[config.mk]
export PLATFORM = sky130hd
export DESIGN_NAME = gpio_out_arbiter
export DESIGN_NICKNAME = d
export VERILOG_FILES = /design/src/rtl/gpio_out_arbiter.sv
export SDC_FILE = /design/constraint.sdc
export NUM_CORES = 1
export LEC_CHECK = 0
export CAP_MARGIN = 10
export CORE_AREA = 2 2 145 147
export CTS_CLUSTER_SIZE = 25
export DETAILED_ROUTE_END_ITERATION = 7
export DIE_AREA = 0 0 147 149
export GPL_ROUTABILITY_DRIVEN = 0
export SKIP_LAST_GASP = 1
export SLEW_MARGIN = 0
export SYNTH_ARGS = -nofsm -noshare
export SYNTH_HDL_FRONTEND = slang
export SYNTH_SLANG_ARGS = --single-unit
[constraint.sdc]
create_clock -name clk_i -period 4.45 [get_ports clk_i]
set_input_delay 0.89 -clock clk_i [delete_from_list [all_inputs] [get_ports clk_i]]
set_output_delay 0.89 -clock clk_i [all_outputs]
set_load 0.01 [all_outputs]
[src/rtl/gpio_out_arbiter.sv]
// Purpose: round-robin arbiter that applies masked writes from NumReq requesters plus software to the GPIO out/oe registers.
// Latency: a transfer or software write in cycle N drives the pads in cycle N+1; grant_valid_o/grant_id_o report it in N+1.
// Backpressure: at most one req_ready_o per cycle, all low during a software write and in the first cycle after reset.
// Optional build macro GPIO_ARB_CONFLICT_EN adds conflict_o (overlapping-mask detector across valid requesters).
module gpio_out_arbiter #(
  parameter int NumReq = 4,
  parameter int Width  = 32,
  localparam int IdW   = $clog2(NumReq)
) (
  input  logic                    clk_i,
  input  logic                    rst_ni,
  input  logic [NumReq-1:0]       req_valid_i,
  output logic [NumReq-1:0]       req_ready_o,
  input  logic [NumReq-1:0]       req_oe_sel_i,
  input  logic [NumReq*Width-1:0] req_mask_i,
  input  logic [NumReq*Width-1:0] req_data_i,
  input  logic                    sw_we_i,
  input  logic                    sw_oe_sel_i,
  input  logic [Width-1:0]        sw_data_i,
  output logic [Width-1:0]        cio_gpio_o,
  output logic [Width-1:0]        cio_gpio_en_o,
  output logic                    grant_valid_o,
  output logic [IdW-1:0]          grant_id_o
`ifdef GPIO_ARB_CONFLICT_EN
  ,
  output logic                    conflict_o
`endif
);

  logic             init_q;
  logic [IdW-1:0]   rr_q;
  logic [Width-1:0] out_q;
  logic [Width-1:0] oe_q;
  logic             grant_valid_q;
  logic [IdW-1:0]   grant_id_q;

  logic             found;
  logic [IdW-1:0]   winner;
  logic [IdW-1:0]   idx;
  int               cand;
  logic             grant_en;
  logic [IdW-1:0]   rr_next;
  logic [Width-1:0] sel_mask;
  logic [Width-1:0] sel_data;
  logic             sel_oe;

  // Holds ready low until one full cycle after reset release.
  always_ff @(posedge clk_i or negedge rst_ni) begin
    if (!rst_ni) begin
      init_q <= 1'b0;
    end else begin
      init_q <= 1'b1;
    end
  end

  // Round-robin search: first valid requester starting at rr_q, wrapping at NumReq-1.
  always_comb begin
    found  = 1'b0;
    winner = '0;
    cand   = 0;
    idx    = '0;
    for (int i = 0; i < NumReq; i++) begin
      cand = int'(rr_q) + i;
      if (cand >= NumReq) begin
        cand = cand - NumReq;
      end
      idx = IdW'(cand);
      if (!found && req_valid_i[idx]) begin
        found  = 1'b1;
        winner = idx;
      end
    end
  end

  // Software writes pre-empt every hardware requester for the cycle.
  assign grant_en = init_q & ~sw_we_i & found;
  assign rr_next  = (winner == IdW'(NumReq - 1)) ? '0 : winner + 1'b1;

  // One-hot ready to the winner only.
  always_comb begin
    req_ready_o = '0;
    for (int k = 0; k < NumReq; k++) begin
      req_ready_o[k] = grant_en && (winner == IdW'(k));
    end
  end

  // Select the winning requester's payload.
  always_comb begin
    sel_mask = '0;
    sel_data = '0;
    sel_oe   = 1'b0;
    for (int k = 0; k < NumReq; k++) begin
      if (winner == IdW'(k)) begin
        sel_mask = req_mask_i[k*Width +: Width];
        sel_data = req_data_i[k*Width +: Width];
        sel_oe   = req_oe_sel_i[k];
      end
    end
  end

  // Register update: software full overwrite wins, otherwise masked read-modify-write of the granted request.
  always_ff @(posedge clk_i or negedge rst_ni) begin
    if (!rst_ni) begin
      out_q         <= '0;
      oe_q          <= '0;
      rr_q          <= '0;
      grant_valid_q <= 1'b0;
      grant_id_q    <= '0;
    end else if (sw_we_i) begin
      if (sw_oe_sel_i) begin
        oe_q <= sw_data_i;
      end else begin
        out_q <= sw_data_i;
      end
      grant_valid_q <= 1'b0;
    end else if (grant_en) begin
      if (sel_oe) begin
        oe_q <= (oe_q & ~sel_mask) | (sel_data & sel_mask);
      end else begin
        out_q <= (out_q & ~sel_mask) | (sel_data & sel_mask);
      end
      rr_q          <= rr_next;
      grant_valid_q <= 1'b1;
      grant_id_q    <= winner;
    end else begin
      grant_valid_q <= 1'b0;
    end
  end

  assign cio_gpio_o    = out_q;
  assign cio_gpio_en_o = oe_q;
  assign grant_valid_o = grant_valid_q;
  assign grant_id_o    = grant_id_q;

`ifdef GPIO_ARB_CONFLICT_EN
  logic conflict_d;
  logic conflict_q;

  // Any two valid requesters aiming at the same register with overlapping masks, regardless of grant.
  always_comb begin
    conflict_d = 1'b0;
    for (int j = 0; j < NumReq; j++) begin
      for (int k = j + 1; k < NumReq; k++) begin
        if (req_valid_i[j] && req_valid_i[k] && (req_oe_sel_i[j] == req_oe_sel_i[k]) &&
            |(req_mask_i[j*Width +: Width] & req_mask_i[k*Width +: Width])) begin
          conflict_d = 1'b1;
        end
      end
    end
  end

  // Registered one-cycle conflict pulse.
  always_ff @(posedge clk_i or negedge rst_ni) begin
    if (!rst_ni) begin
      conflict_q <= 1'b0;
    end else begin
      conflict_q <= conflict_d;
    end
  end

  assign conflict_o = conflict_q;
`endif

  // A requester must keep valid asserted until it is accepted.
  for (genvar g = 0; g < NumReq; g++) begin : g_hold_chk
    a_valid_hold: assert property (@(posedge clk_i) disable iff (!rst_ni)
      (req_valid_i[g] && !req_ready_o[g]) |=> req_valid_i[g]);
  end

endmodule
==> results.sh <==
export IMPL_outcome="finished, final reports clean"
export IMPL_clkSinkCount=70
export IMPL_hold_depth=1
export IMPL_cts_hold_buffers=0
export IMPL_dieArea_mm2=0.0219
export IMPL_coreArea_mm2=0.0206
export IMPL_pin_count=371
export IMPL_grt_max_degree=88
export IMPL_fin_area_mm2=0.00960
export IMPL_fin_crit_sh_pct=95.3
export IMPL_ys_warn_count=0
export IMPL_dpl_hpwl_um=18500
export IMPL_final_nets=1246
export IMPL_numPortBuffers=370
export IMPL_die_h_um=149
export IMPL_cts_tree="yes"
export IMPL_ir_worst_vdd_mv=0.219
export IMPL_finalHoldViolations=0
export IMPL_post_cts_buffers=0
export IMPL_slew_headroom_pct=39.0
export IMPL_synth_simple_area_share_pct=7.97
export IMPL_vias_per_cell=5.09
export IMPL_clk_latency_ns=0.33
export IMPL_fmax_mhz=236
export IMPL_setup_viol=0
export IMPL_startpoint_type="input pin"
export IMPL_crit_chain="clkdlybuf4s50_1 -> inv_1 -> a22o_1 -> a221oi_1 -> nor2b_1 -> buf_4 -> ha_2 -> and2_1 -> clkdlybuf4s50_1"
export IMPL_grt_ovfl_total=0
export IMPL_layout_common_cells="368 x clkdlybuf4s50_1, 70 x dfrtp_1, 63 x o21ai_0"
export IMPL_final_common_cell="clkdlybuf4s50_1"
export IMPL_synth_top_family_by_area="compound AO/OA/AOI/OAI gates"
export IMPL_num_fill_cells=2036
export IMPL_netlist_area_mm2=0.00538
export IMPL_max_stage_delay_ns=0.56
export IMPL_worst_pin_slew_ns=0.915
export IMPL_crit_arrival_ns=3.35
export IMPL_path_depth=9
export IMPL_rr_worst_depth=11
export IMPL_fp_dieW_um=147
export IMPL_synth_adder_area_share_pct=0.930
export IMPL_htree_num_levels=3
export IMPL_rsz0062_at_grt="false"
export IMPL_start_util_pct=26.2
export IMPL_slowest_stage="clkdlybuf4s50_1"
export IMPL_synth_area_per_cell_um2=8.96
export IMPL_synth_cells=601
export IMPL_cap_viol_max_count=0
export IMPL_grt_pass1_vias=6165
export IMPL_worst_ep_required_time_ns=3.56
export IMPL_finalMaxSlewViolations=0
export IMPL_post_route_cells_drive_above_1_share_pct=10.7
export IMPL_yosys_cell_types_count=39
export IMPL_dp_cells=1206
export IMPL_drt_antenna_violating_nets=0
export IMPL_drtIter0Drc=203
export IMPL_rows=53
export IMPL_crit_family="buffers and inverters"
export IMPL_hp_class="reg2reg"
export IMPL_synth_compound_area_share_pct=39.8
export IMPL_path_class="in2out"
export IMPL_critPathBufInv=4
export IMPL_placed_cell_area_mm2=0.00934
export IMPL_stdcell_count=1221
export IMPL_antenna_found_initial=1
export IMPL_root_buffer="clkbuf_16"
export IMPL_vias=6217
export IMPL_synth_nets=905
export IMPL_dr_pass1_iters=4
export IMPL_grt_pass1_wl_um=35900
export IMPL_drt_total_wl_um=24100
export IMPL_cp_max_fo=6
export IMPL_wire_per_inst_um=19.7
export IMPL_period_minus_slack_ns=4.24
export IMPL_cts_inserted_buffers=9
export IMPL_p_per_area_mw_per_mm2=507
export IMPL_end_kind="primary output"
export IMPL_path_common_cell="clkdlybuf4s50_1"
export IMPL_fin_setup_tns_ns=0
export IMPL_post_route_drc_count=0
export IMPL_area_delta_synth_final_pct=78.4
export IMPL_synth_xor_area_share_pct=0
export IMPL_ys_seq_area_share_pct=32.5
export IMPL_synth_area_mux_share_pct=9.62
export IMPL_track_usage_pct=21.3
export IMPL_ys_ff_latch=70
export IMPL_post_cts_resized=0
export IMPL_clk_pin_slew_ns=0.06
export IMPL_leakage_nw=3.80
export IMPL_skew_ns=0.00483
export IMPL_cts_buffer_depth=2
per-layer routing:
| metal | wire length (um) | up-vias | track usage, % | part of all wire [%] |
|---|---|---|---|---|
| li1 | - | 2982 | - | - |
| met1 | 9500 | 2937 | 24.4 | 39 |
| met2 | 12200 | 275 | 38.5 | 51 |
| met3 | 1990 | 23 | 6.27 | 8.3 |
| met4 | 386 | 0 | 6.06 | 1.6 |
| met5 | 0 | - | 0 | 0 |
layout make-up:
class	count	area (um^2)	area share, %
antenna	1	2.50	0.0261
clock buffer	12	246	2.57
inverter	51	191	1.99
timing repair buffer	392	3870	40.3
multi-input combinational	418	3180	33.1
tap	275	344	3.58
clock inverter	2	10.0	0.104
sequential	70	1750	18.2
kinds of logic after synthesis:
logic type	Yosys count
simple gates	90
buf+inv	113
flops	70
mux	46
other cells	1
fa+ha+maj	4
compound gates	277
cells in the mapped netlist (all sizes together):
master | count | area, um^2
nand3b | 3 | 22.5
a211o | 21 | 184
o311ai | 1 | 8.76
nor2b | 15 | 93.8
a221oi | 45 | 507
conb | 1 | 3.75
a22oi | 19 | 148
nand2 | 12 | 45.0
a22o | 2 | 17.5
buf | 25 | 155
nand2b | 3 | 18.8
nor4 | 1 | 12.5
dfrtp | 70 | 1750
o21a | 1 | 7.51
a211oi | 4 | 35.0
or2 | 2 | 12.5
and2 | 4 | 25.0
clkbuf | 37 | 139
a32o | 9 | 90.1
a221o | 29 | 290
a311o | 1 | 10.0
nor2 | 47 | 176
mux2 | 46 | 518
o32a | 1 | 11.3
a2bb2oi | 21 | 184
a21oi | 50 | 250
o21ai | 63 | 315
o211ai | 1 | 7.51
ha | 4 | 50.1
o221ai | 9 | 78.8
inv | 51 | 191
nor3b | 3 | 22.5
path summary, 6_finish.rpt:
path	startpoint	endpoint	slack (ns)
max in group asynchronous	rst_ni	async pin	3.17
min in group asynchronous	rst_ni	grant_valid_o	0.68
min	flop	flop	0.48
max reg2reg	rr_q[0]	flop	1.28
min reg2reg	flop	flop	0.48
max	req_valid_i[3]	req_ready_o[1]	0.21
where the power goes:
part | switching [W] | internal (W) | total (W)
clock network | 0.000265 | 0.000385 | 0.000650
logic | 0.00149 | 0.00161 | 0.00311
registers | 0.000166 | 0.000947 | 0.00111
total | 0.00193 | 0.00294 | 0.00487
per-stage QoR:
step                      util [%]  hold slack [ns]  total power (W)  setup slack, ns
after global placement        45.4            0.469          0.00424            0.247
after global routing          46.7            0.505          0.00522           0.0429
after CTS                     46.7            0.489          0.00494            0.219
final                         46.7            0.484          0.00487            0.209
after floorplan                  -            0.499          0.00281            0.673
after detailed placement      45.4            0.477          0.00425            0.213
(Power assumes the default switching activity.)
